File: config.mk
export PLATFORM = sky130hd
export DESIGN_NAME = atanhx_12_hw_inv_flat
export DESIGN_NICKNAME = d
export VERILOG_FILES = /design/src/rtl/atanhx_12_hw_inv_if.sv /design/src/rtl/atanhx_12_hw_inv.sv /design/src/flat_wrapper.sv
export SDC_FILE = /design/constraint.sdc
export NUM_CORES = 1
export LEC_CHECK = 0
export ABC_AREA = 0
export CAP_MARGIN = 20
export CORE_MARGIN = 5
export CORE_UTILIZATION = 61
export CTS_BUF_LIST = sky130_fd_sc_hd__clkbuf_8 sky130_fd_sc_hd__clkbuf_16
export DETAILED_ROUTE_END_ITERATION = 16
export DONT_BUFFER_PORTS = 1
export PLACE_DENSITY = 0.83
export SYNTH_ARGS = -nofsm -noshare
export SYNTH_HDL_FRONTEND = slang
export SYNTH_SLANG_ARGS = --single-unit
File: constraint.sdc
create_clock -name clk -period 2.5 [get_ports clk]
set_clock_uncertainty 0.2 [all_clocks]
set_input_delay 0.125 -clock clk [delete_from_list [all_inputs] [get_ports clk]]
set_output_delay 0.125 -clock clk [all_outputs]
set_load 0.01 [all_outputs]
File: src/rtl/atanhx_12_hw_inv_if.sv
// Operand/result bundle for the atanh approximator: start/x_in into the
// pipeline, valid/y_out out of it.
interface atanhx_12_hw_inv_if #(
    parameter int DWIDTH = 32
) ();
    logic              start;
    logic [DWIDTH-1:0] x_in;
    logic              valid;
    logic [DWIDTH-1:0] y_out;

    modport master (
        output start,
        output x_in,
        input  valid,
        input  y_out
    );

    modport slave (
        input  start,
        input  x_in,
        output valid,
        output y_out
    );
endinterface

File: src/rtl/atanhx_12_hw_inv.sv
// Pipelined piecewise-constant float32 atanh(y): classify, 12-way compare, encode, ROM.
// Define ATANHX_SAT_EN to saturate |y|>=1 and infinities to +/-max finite.
module atanhx_12_hw_inv #(
    parameter int                        K              = 12,
    parameter int                        DWIDTH         = 32,
    parameter int                        EXPONENT_WIDTH = 8,
    parameter logic [EXPONENT_WIDTH-1:0] BIAS           = 8'd127
) (
    input  logic                     clk,
    input  logic                     rst,
    atanhx_12_hw_inv_if.slave        bus
);
    localparam int AW = $clog2(K);
    localparam int EW = EXPONENT_WIDTH;
    localparam int MW = DWIDTH - 1 - EW;
    localparam int QW = 12;

    localparam logic [EW-1:0]     E_MAX    = '1;
    localparam logic [EW-1:0]     E_ONE    = 1;
    localparam logic [EW-1:0]     SEG_SPAN = 12;
    localparam logic [EW-1:0]     SMALL_E  = BIAS - SEG_SPAN;
    localparam logic [DWIDTH-1:0] QNAN     = 32'h7FC00000;
    localparam logic [DWIDTH-2:0] INF_MAG  = 31'h7F800000;
    localparam logic [DWIDTH-2:0] MAXF_MAG = 31'h7F7FFFFF;

    // q is |y| scaled by 4096; T[i] is the exclusive upper edge of segment i.
    localparam logic [QW:0] T [K] = '{
        13'd512,  13'd1024, 13'd1536, 13'd2048, 13'd2560, 13'd2816,
        13'd3072, 13'd3328, 13'd3584, 13'd3840, 13'd3968, 13'd4096
    };

    localparam logic [DWIDTH-1:0] ROM [K] = '{
        32'h3D8029F1, 32'h3E424B34, 32'h3EA588E3, 32'h3EF031CF,
        32'h3F22F05A, 32'h3F494467, 32'h3F67B15B, 32'h3F86378B,
        32'h3F9DF55A, 32'h3FC0C8DE, 32'h3FEEB35E, 32'h401B03B0
    };

    // Stage 1: input capture
    logic              s1_v_reg;
    logic [DWIDTH-1:0] s1_x_reg;

    always_ff @(posedge clk) begin
        if (rst) begin
            s1_v_reg <= 1'b0;
            s1_x_reg <= '0;
        end else begin
            s1_v_reg <= bus.start;
            s1_x_reg <= bus.start ? bus.x_in : '0;
        end
    end

    // Stage 2: classification and comparator bank
    logic          s1_sign;
    logic [EW-1:0] s1_e;
    logic [MW-1:0] s1_m;
    logic          m_nz;

    assign s1_sign = s1_x_reg[DWIDTH-1];
    assign s1_e    = s1_x_reg[DWIDTH-2 -: EW];
    assign s1_m    = s1_x_reg[MW-1:0];
    assign m_nz    = |s1_m;

    logic              spec_next;
    logic [DWIDTH-1:0] spec_y_next;
    logic [QW-1:0]     q_next;
    logic [EW-1:0]     sh_next;
    logic [DWIDTH-1:0] inf_res;
    logic [DWIDTH-1:0] ovf_res;
    logic [DWIDTH-1:0] one_res;

`ifdef ATANHX_SAT_EN
    assign inf_res = {s1_sign, MAXF_MAG};
    assign ovf_res = {s1_sign, MAXF_MAG};
    assign one_res = {s1_sign, MAXF_MAG};
`else
    assign inf_res = QNAN;
    assign ovf_res = QNAN;
    assign one_res = {s1_sign, INF_MAG};
`endif

    always_comb begin
        spec_next   = 1'b0;
        spec_y_next = '0;
        q_next      = '0;
        sh_next     = '0;
        if (s1_e == E_MAX) begin
            spec_next   = 1'b1;
            spec_y_next = m_nz ? QNAN : inf_res;
        end else if (s1_e == '0) begin
            spec_next   = 1'b1;
            spec_y_next = {s1_sign, {(DWIDTH-1){1'b0}}};
        end else if ((s1_e > BIAS) || ((s1_e == BIAS) && m_nz)) begin
            spec_next   = 1'b1;
            spec_y_next = ovf_res;
        end else if (s1_e == BIAS) begin
            spec_next   = 1'b1;
            spec_y_next = one_res;
        end else if (s1_e < SMALL_E) begin
            spec_next   = 1'b1;
            spec_y_next = s1_x_reg;
        end else begin
            // Dropping mant[11] first turns a shift of (BIAS-e) into (BIAS-e-1)
            // with identical truncation, keeping q at 12 bits.
            sh_next = BIAS - s1_e - E_ONE;
            q_next  = {1'b1, s1_m[MW-1 -: QW-1]} >> sh_next;
        end
    end

    logic [K-1:0] c_next;

    genvar gi;
    generate
        for (gi = 0; gi < K; gi++) begin : g_cmp
            assign c_next[gi] = ({1'b0, q_next} < T[gi]);
        end
    endgenerate

    logic              s2_v_reg;
    logic              s2_sign_reg;
    logic              s2_spec_reg;
    logic [DWIDTH-1:0] s2_spec_y_reg;
    logic [K-1:0]      s2_c_reg;

    always_ff @(posedge clk) begin
        if (rst) begin
            s2_v_reg      <= 1'b0;
            s2_sign_reg   <= 1'b0;
            s2_spec_reg   <= 1'b0;
            s2_spec_y_reg <= '0;
            s2_c_reg      <= '0;
        end else begin
            s2_v_reg      <= s1_v_reg;
            s2_sign_reg   <= s1_v_reg & s1_sign;
            s2_spec_reg   <= s1_v_reg & spec_next;
            s2_spec_y_reg <= s1_v_reg ? spec_y_next : '0;
            s2_c_reg      <= s1_v_reg ? c_next : '0;
        end
    end

    // Stage 3: priority encoder, lowest set comparator wins
    logic [AW-1:0] a_next;

    always_comb begin
        a_next = AW'(K-1);
        for (int i = K-1; i >= 0; i--) begin
            if (s2_c_reg[i]) begin
                a_next = AW'(i);
            end
        end
    end

    logic              s3_v_reg;
    logic              s3_sign_reg;
    logic              s3_spec_reg;
    logic [DWIDTH-1:0] s3_spec_y_reg;
    logic [AW-1:0]     s3_a_reg;

    always_ff @(posedge clk) begin
        if (rst) begin
            s3_v_reg      <= 1'b0;
            s3_sign_reg   <= 1'b0;
            s3_spec_reg   <= 1'b0;
            s3_spec_y_reg <= '0;
            s3_a_reg      <= '0;
        end else begin
            s3_v_reg      <= s2_v_reg;
            s3_sign_reg   <= s2_v_reg & s2_sign_reg;
            s3_spec_reg   <= s2_v_reg & s2_spec_reg;
            s3_spec_y_reg <= s2_v_reg ? s2_spec_y_reg : '0;
            s3_a_reg      <= s2_v_reg ? a_next : '0;
        end
    end

    // Output register doubles as the registered ROM read
    logic              valid_reg;
    logic [DWIDTH-1:0] y_reg;

    always_ff @(posedge clk) begin
        if (rst) begin
            valid_reg <= 1'b0;
            y_reg     <= '0;
        end else begin
            valid_reg <= s3_v_reg;
            if (!s3_v_reg) begin
                y_reg <= '0;
            end else if (s3_spec_reg) begin
                y_reg <= s3_spec_y_reg;
            end else begin
                y_reg <= {s3_sign_reg, ROM[s3_a_reg][DWIDTH-2:0]};
            end
        end
    end

    assign bus.valid = valid_reg;
    assign bus.y_out = y_reg;

    // Occupancy tracker; only feeds the assertion below
    typedef enum logic {IDLE, BUSY} mode_t;
    mode_t mode_reg;
    mode_t mode_next;

    always_ff @(posedge clk) begin
        if (rst) begin
            mode_reg <= IDLE;
        end else begin
            mode_reg <= mode_next;
        end
    end

    always_comb begin
        mode_next = mode_reg;
        case (mode_reg)
            IDLE: if (s1_v_reg) mode_next = BUSY;
            BUSY: if (!(s1_v_reg || s2_v_reg || s3_v_reg || valid_reg)) mode_next = IDLE;
            default: mode_next = IDLE;
        endcase
    end

    always_ff @(posedge clk) begin
        if (!rst) begin
            assert (mode_reg == BUSY || !(s2_v_reg || s3_v_reg || valid_reg));
        end
    end
endmodule

File: src/flat_wrapper.sv
// flat-port wrapper written by rule: the top's interface ports become plain ports
module atanhx_12_hw_inv_flat 
#(
    parameter int                        K              = 12,
    parameter int                        DWIDTH         = 32,
    parameter int                        EXPONENT_WIDTH = 8,
    parameter logic [EXPONENT_WIDTH-1:0] BIAS           = 8'd127
)
  (clk, rst, bus_start, bus_x_in, bus_valid, bus_y_out);
  atanhx_12_hw_inv_if #(.DWIDTH(DWIDTH)) bus_i ();
  input  logic clk;
  input  logic rst;
  input wire logic [$bits(bus_i.start)-1:0] bus_start;
  input wire logic [$bits(bus_i.x_in)-1:0] bus_x_in;
  output wire logic [$bits(bus_i.valid)-1:0] bus_valid;
  output wire logic [$bits(bus_i.y_out)-1:0] bus_y_out;
  assign bus_i.start = bus_start;
  assign bus_i.x_in = bus_x_in;
  assign bus_valid = bus_i.valid;
  assign bus_y_out = bus_i.y_out;
  atanhx_12_hw_inv #(.K(K), .DWIDTH(DWIDTH), .EXPONENT_WIDTH(EXPONENT_WIDTH), .BIAS(BIAS)) u_core (.clk(clk), .rst(rst), .bus(bus_i));
endmodule
* Word-level counts from Yosys, hierarchy flattened
Memory sizes are Yosys's and may differ from the RTL's. Cells that the tools add are included.
Storage, ports and cells: input port bits 35, memory bits (read-only) 512, memories 1, logic and storage cells 91, bits in registers 151
Cells by class: magnitude comparators 14, bitwise logic cells 10, reduce and logical (&&, ||, !) cells 14, add/sub/neg operators 2, eq/ne operators 2, muxes and demuxes 28, shift operators 1
Memories:
- (name not given) | words 16, bits a word 32, rd ports 1, clocked after memory_dff 0, write ports 0, RTL line atanhx_12_hw_inv.sv:189 | y_reg <= {s3_sign_reg, ROM[s3_a_reg][DWIDTH-2:0]};
Operators with widths (number):
- 32-bit 2-to-1 mux | 5
- 12-bit < comparator (second input constant) | 8
- 31-bit 2-to-1 mux | 3
- 12-bit 2-to-1 mux | 5
- 12-bit by 11-bit < comparator with 1-bit output (second input constant) | 2
- 23-bit OR reduction | 1
- 12-bit by 10-bit < comparator with 1-bit output (second input constant) | 1
- 3-bit 2-to-1 mux | 4
- 12-bit by 8-bit right shift with 12-bit output | 1
- 10-bit OR reduction | 1
- 8-bit by 7-bit == test with 1-bit output (second input constant) | 1
- 8-bit == test (second input constant) | 1
- 8-bit by 7-bit > comparator with 1-bit output (second input constant) | 1
- 8-bit zero test | 1
- 8-bit by 7-bit < comparator with 1-bit output (second input constant) | 1
- 2-bit 2-to-1 mux | 4
- 2-bit OR reduction | 4
- 7-bit by 8-bit subtractor with 8-bit output (first input constant) | 1
- 8-bit by 1-bit subtractor with 8-bit output (second input constant) | 1
- 1-bit 2-to-1 mux | 7
- 7-bit OR reduction | 1
- 3-bit OR reduction | 2
- 6-bit OR reduction | 1
- 5-bit >= comparator (second input constant) | 1
- 6 further kinds | 13

* Logic depth before layout (Yosys ltp)
Gate-level depths: netlist of the first run.
depth after elaboration 10, mapped depth 7

* Worst setup path before layout of the first run
OpenSTA, ideal clock, no wires.
path type reg-to-reg, start register u_core.s1_x_reg[23], end register u_core.s2_c_reg[8], slack 0.573 ns, stages on the path, launching flop included 7, buffers on the path 0, period minus slack after synthesis 1.927 ns, library setup time 0.133 ns, arrival time 1.595 ns, cell sequence dfxtp_1 -> inv_1 -> ha_1 -> inv_1 -> or3_1 -> nor3_2 -> a31oi_1
On the way: longest elaborated chain between the ends 9
Ends and longest elaborated chain:
- from (decl) | RTL line atanhx_12_hw_inv.sv:40 | logic [DWIDTH-1:0] s1_x_reg;
- from (signal assigned) | RTL line atanhx_12_hw_inv.sv:48 | s1_x_reg <= bus.start ? bus.x_in : '0;
- 7-bit by 8-bit subtractor with 8-bit output | RTL line atanhx_12_hw_inv.sv:104 | sh_next = BIAS - s1_e - E_ONE;
- 8-bit by 1-bit subtractor with 8-bit output | RTL line atanhx_12_hw_inv.sv:104
- 12-bit by 8-bit right shift with 12-bit output | RTL line atanhx_12_hw_inv.sv:105 | q_next = {1'b1, s1_m[MW-1 -: QW-1]} >> sh_next;
- 12-bit 2-to-1 mux | RTL line atanhx_12_hw_inv.sv:98 | end else if (s1_e < SMALL_E) begin
- 12-bit 2-to-1 mux | RTL line atanhx_12_hw_inv.sv:95 | end else if (s1_e == BIAS) begin
- 12-bit 2-to-1 mux | RTL line atanhx_12_hw_inv.sv:92 | end else if ((s1_e > BIAS) || ((s1_e == BIAS) && m_nz)) begin
- 12-bit 2-to-1 mux | RTL line atanhx_12_hw_inv.sv:89 | end else if (s1_e == '0) begin
- 12-bit 2-to-1 mux * | RTL line atanhx_12_hw_inv.sv:86 | if (s1_e == E_MAX) begin
- 12-bit < comparator * | RTL line atanhx_12_hw_inv.sv:114 | assign c_next[gi] = ({1'b0, q_next} < T[gi]);
- to (signal assigned) | RTL line atanhx_12_hw_inv.sv:136 | s2_c_reg <= s1_v_reg ? c_next : '0;
- to (decl) | RTL line atanhx_12_hw_inv.sv:122 | logic [K-1:0] s2_c_reg;
Every way passes the cells marked *; elsewhere a longest branch is shown, timed or not. A chain may end at the register's enable or synchronous reset.

* Final worst setup path of the first run
start register u_core.s1_x_reg[23], end register u_core.s2_c_reg[10]
Same word-level chain as after synthesis.

==> results.sh, run 1 <==
export IMPL_maxCapViolCount=0
export IMPL_report_final_hold_viol_count=0
export IMPL_nets=616
export IMPL_period_share_pct=94.2
export IMPL_power_total_mw=5.35
export IMPL_synth_adder_area_share_pct=1.97
export IMPL_crit_top_cell="inv_1"
export IMPL_min_period_ns=2.36
export IMPL_start_util_pct=62.2
export IMPL_cts_hold_buf=66
export IMPL_synthCells=506
export IMPL_grt_pass1_wl_mm=19.8
export IMPL_cellLeakagePower_nw=2.70
export IMPL_vdd_ir_drop_max_uv=505
export IMPL_gp_congestion=0.903
export IMPL_cp_num_buf_inv=2
export IMPL_rsz0062_at_grt="false"
export IMPL_die_h_um=101
export IMPL_vias=3761
export IMPL_drv_slew=0
export IMPL_hold_class="in2reg"
export IMPL_clkTransAtPathRegs_ns=0.06
export IMPL_clk_latency_ns=0.52
export IMPL_cp_slowest_cell="dfxtp_1"
export IMPL_die_w_um=101
export IMPL_routed_via_density=5.43
export IMPL_synthXorXnorAreaFrac_pct=0.345
export IMPL_drt_iter0_drc=213
export IMPL_io_buffers=0
export IMPL_fin_util_pct=78.7
export IMPL_fp_row_count=33
export IMPL_power_density_mw_per_mm2=832
export IMPL_critPathMaxFanout=8
export IMPL_crit_path_end_kind="flip-flop"
export IMPL_synth_compound_area_share_pct=10.3
export IMPL_yosys_mux_area_fraction_pct=0.788
export IMPL_grt_start_max_net_pins=36
export IMPL_avgRoutedWirePerCell_um=17.3
export IMPL_postCtsSetupBuffers=0
export IMPL_cp_arrival_ns=2.52
export IMPL_syn_nets=549
export IMPL_clockBufferDepth=2
export IMPL_ys_seq_area_share_pct=59.5
export IMPL_ys_ff_latch=151
export IMPL_dieArea_sq_mm=0.0103
export IMPL_synth_edff_count=0
export IMPL_ys_warn_count=0
export IMPL_timing_critical_path_cells="inv_1, ha_1, inv_1, or3_1, nor2b_1, a31oi_1"
export IMPL_cts_htree_levels=4
export IMPL_multiInputGateArea_sq_mm=0.00188
export IMPL_synth_main_ff_cell="dfxtp_1"
export IMPL_grt_pass1_vias=3797
export IMPL_overflow=0
export IMPL_regArea_sq_mm=0.00302
export IMPL_critPathRequiredTime_ns=2.67
export IMPL_design_core_area_sq_mm=0.00818
export IMPL_io_pin_count=68
export IMPL_crit_type="reg2reg"
export IMPL_synth_area_per_cell_sq_um=10.0
export IMPL_start_kind="flip-flop"
export IMPL_fillCellCount=497
export IMPL_synthSimpleGateAreaFrac_pct=23.6
export IMPL_clockRootBuffer="clkbuf_8"
export IMPL_finalSetupTns_ns=0
export IMPL_netlist_top_cells_area="dfxtp_1 (59%), and2_1 (11%), a21oi_1 (5.0%), nor2_1 (2.9%), nand2_1 (2.2%)"
export IMPL_crit_family="simple AND/OR/NAND/NOR gates"
export IMPL_first_pass_iters=5
export IMPL_relSlewSlack_pct=42.3
export IMPL_synth_top_family_by_area="simple AND/OR/NAND/NOR gates"
export IMPL_post_cts_resized=0
export IMPL_synth_top_area_share_pct=59.5
export IMPL_finalSetupViolations=0
export IMPL_tightest_slew_ns=0.866
export IMPL_cts_tree="yes"
export IMPL_fmax_ghz=0.425
export IMPL_ys_types=50
export IMPL_wl_mm=12.0
export IMPL_yosysTopAreaCell="dfxtp_1"
export IMPL_drt_antenna_violating_nets=0
export IMPL_drive_gt1_share_pct=7.85
export IMPL_dp_hpwl_mm=6.36
export IMPL_numCtsBuffers=17
export IMPL_drc=0
export IMPL_antenna_found_initial=1
export IMPL_async_reset_ff_share_pct=0
export IMPL_outcome="completed"
export IMPL_cpPeakStageDelay_ns=0.51
export IMPL_synth_area_sq_mm=0.00508
export IMPL_cts_num_sinks=151
export IMPL_syn2layout_area_growth_pct=26.6
export IMPL_grt_usage_pct=25.2
[cell usage after synthesis, types with 2 or more instances]
master	number
nor2b_1	8
clkbuf_1	18
nor2_1	39
ha_1	8
nor3_1	14
nand2b_1	8
nor3b_1	3
a211oi_1	2
nand2_1	30
buf_1	2
mux2i_1	4
or4_1	2
a21oi_1	51
buf_6	3
or3_1	2
nor4_1	5
and2_1	88
and3_1	3
a21o_1	3
a31oi_1	3
nand3_1	3
o211ai_1	2
dfxtp_1	151
inv_1	15
o21ai_0	12
a22oi_1	3
[power breakdown]
| group | internal (mW) | total (mW) | switching [mW] |
|---|---|---|---|
| sequential | 2.45 | 2.49 | 0.0424 |
| combinational | 0.118 | 0.213 | 0.0958 |
| clock | 1.66 | 2.65 | 0.991 |
| total | 4.22 | 5.35 | 1.13 |
[per-layer routing]
metal	share of wire (%)	vias to the layer above	routed length (um)	GRT usage (%)
met1	40	1719	4750	30.7
met5	0	-	0	0
met2	49	190	5860	41.2
li1	-	1807	-	-
met3	7.7	45	917	6.40
met4	3.8	0	459	12.9
[layout make-up]
class / instances / area share, %
clock inverter: 14 / 3.05
inverter: 15 / 0.875
sequential: 151 / 47.0
tap: 105 / 2.04
multi-input combinational: 315 / 29.3
timing repair buffer: 73 / 11.1
clock buffer: 18 / 6.65
antenna: 1 / 0.0389
[logic make-up (layout without fill, tap and decap cells)]
| kind of cell | after synthesis | in the layout |
|---|---|---|
| buf+inv | 40 | 120 |
| xor+xnor | 2 | 2 |
| other cells | 0 | 1 |
| simple gates | 215 | 215 |
| fa+ha+maj | 8 | 8 |
| mux | 4 | 4 |
| compound gates | 86 | 86 |
| flops | 151 | 151 |
[layout by cell type (no fill, tap or decap), types with 8 or more instances in the layout]
master / count
and2_1: 88
dfxtp_1: 151
nor3_1: 14
nor2b_1: 8
nand2b_1: 8
inv_1: 16
a21oi_1: 51
clkbuf_16: 16
ha_1: 8
dlygate4sd3_1: 66
nand2_1: 30
nor2_1: 39
o21ai_0: 12
[worst paths after layout]
kind	from	end	slack, ns	cells past startpoint
setup / recovery	u_core.s1_x_reg[23]	u_core.s2_c_reg[10]	0.14	6
hold / removal	rst	u_core.bus.y_out[9]	0.18	2
setup reg to reg	u_core.s1_x_reg[23]	u_core.s2_c_reg[10]	0.14	6
hold reg to reg	u_core.s2_spec_y_reg[9]	u_core.s3_spec_y_reg[9]	0.23	1
[stage by stage]
step	instance area, sq um	hold slack (ns)	cells	worst slack (ns)
6_report	6430	0.185	692	0.145
5_1_grt	6430	0.239	691	0.0959
3_3_place_gp	5150	0.0476	593	0.457
4_1_cts	6430	0.148	691	0.295
2_1_floorplan	5080	0.0467	506	0.573
3_5_place_dp	5150	0.0497	593	0.360
Note: power is estimated with default switching activity, not from simulation.
==> inputs of run 2 (changes only) <==
- RECOVER_POWER: not set -> 25
==> run 2 against run 1 <==
  * Via count up 0.13%
  * Routed wire length grew 0.17%
  * First-iteration DRC count shrank 2.8%
  * Clock-buffer cell count is the same
  * Clock power barely moved
  * Critical endpoint unchanged
==> results.sh, run 2 (synthesis gave the netlist of run 1 again) <==
export IMPL_wl_mm=12.0
export IMPL_period_share_pct=94.4
export IMPL_nets=616
export IMPL_power_density_mw_per_mm2=832
export IMPL_gp_congestion=0.903
export IMPL_cts_tree="yes"
export IMPL_syn2layout_area_growth_pct=26.4
export IMPL_rr_startpoint="u_core.s1_x_reg[23]"
export IMPL_cpPeakStageDelay_ns=0.50
export IMPL_drt_iter0_drc=207
export IMPL_die_h_um=101
export IMPL_dp_hpwl_mm=6.36
export IMPL_vias=3766
export IMPL_grt_busiest_layer="met2"
export IMPL_critPathRequiredTime_ns=2.66
export IMPL_final_cell_mix="dfxtp_1 (151), and2_1 (87), dlygate4sd3_1 (66)"
export IMPL_numCtsBuffers=17
export IMPL_drt_antenna_violating_nets=0
export IMPL_start_util_pct=62.2
export IMPL_drive_gt1_share_pct=7.51
export IMPL_vdd_ir_drop_max_uv=508
export IMPL_avgRoutedWirePerCell_um=17.3
export IMPL_crit_family="simple AND/OR/NAND/NOR gates"
export IMPL_crit_type="reg2reg"
export IMPL_final_common_cell="dfxtp_1"
export IMPL_finalSetupTns_ns=0
export IMPL_grt_start_max_net_pins=36
export IMPL_clkTransAtPathRegs_ns=0.07
export IMPL_cts_hold_buf=66
export IMPL_grt_pass1_vias=3797
export IMPL_fmax_ghz=0.424
export IMPL_finalSetupViolations=0
export IMPL_fp_row_count=33
export IMPL_cp_num_buf_inv=2
export IMPL_post_cts_resized=0
export IMPL_grt_met2_usage_pct=41.2
export IMPL_clockBufferDepth=2
export IMPL_grt_usage_pct=25.2
export IMPL_timing_critical_path_cells="inv_1, ha_1, inv_1, or3_1, nor2b_1, a31oi_1"
export IMPL_design_core_area_sq_mm=0.00818
export IMPL_hold_slack_ns=0.185
export IMPL_power_total_mw=5.35
export IMPL_maxCapViolCount=0
export IMPL_relSlewSlack_pct=35.6
export IMPL_tightest_slew_ns=0.966
export IMPL_cp_slowest_cell="dfxtp_1"
export IMPL_drv_slew=0
export IMPL_crit_top_cell="inv_1"
export IMPL_met3_usage_pct=6.40
export IMPL_crit_path_end_kind="flip-flop"
export IMPL_postCtsSetupBuffers=0
export IMPL_dieArea_sq_mm=0.0103
export IMPL_cts_num_sinks=151
export IMPL_startpoint="u_core.s1_x_reg[23]"
export IMPL_place_area_sq_mm=0.00515
export IMPL_routed_via_density=5.44
export IMPL_fin_area_sq_mm=0.00643
export IMPL_report_final_hold_viol_count=0
export IMPL_critPathMaxFanout=8
export IMPL_cts_htree_levels=4
export IMPL_overflow=0
export IMPL_first_pass_iters=5
export IMPL_outcome="completed"
export IMPL_min_from="rst"
export IMPL_start_kind="flip-flop"
export IMPL_cp_arrival_ns=2.52
export IMPL_fin_util_pct=78.6
export IMPL_drc=0
export IMPL_io_pin_count=68
export IMPL_die_w_um=101
export IMPL_io_buffers=0
export IMPL_use_met1_pct=30.7
export IMPL_clk_latency_ns=0.52
export IMPL_antenna_found_initial=1
export IMPL_clockRootBuffer="clkbuf_8"
export IMPL_min_period_ns=2.36
export IMPL_hold_class="in2reg"
export IMPL_rsz0062_at_grt="false"
export IMPL_grt_pass1_wl_mm=19.8
export IMPL_cellLeakagePower_nw=2.69
## run 2: power breakdown
part           switching, mW  internal, mW
Sequential            0.0428          2.45
Combinational         0.0958         0.117
Clock                  0.987          1.66
Total                   1.13          4.22
## run 2: through the flow
| stage | setup slack (ns) | std cells |
|---|---|---|
| 6_report | 0.141 | 692 |
| 5_1_grt | 0.0959 | 691 |
| 4_1_cts | 0.295 | 691 |
| 3_5_place_dp | 0.360 | 593 |
| 3_3_place_gp | 0.457 | 593 |
| 2_1_floorplan | 0.573 | 506 |
## run 2: worst paths after layout
path	end	slack, ns	cells past startpoint
min	u_core.bus.y_out[9]	0.19	2
min reg2reg	u_core.s3_spec_y_reg[9]	0.22	1
max	u_core.s2_c_reg[10]	0.14	6
max reg2reg	u_core.s2_c_reg[10]	0.14	6
## run 2: cell type report
class                      instances  area, sq um
inverter                          15         56.3
clock inverter                    14          196
multi-input combinational        315         1880
timing repair buffer              73          706
tap                              105          131
sequential                       151         3020
fill                             497         1750
antenna                            1         2.50
clock buffer                      18          428
## run 2: routing by layer
metal	vias to the layer above	routed length [um]	share of wire (%)
li1	1807	-	-
met3	39	963	8.0
met1	1710	4780	40
met5	-	0	0
met4	0	390	3.2
met2	210	5870	49
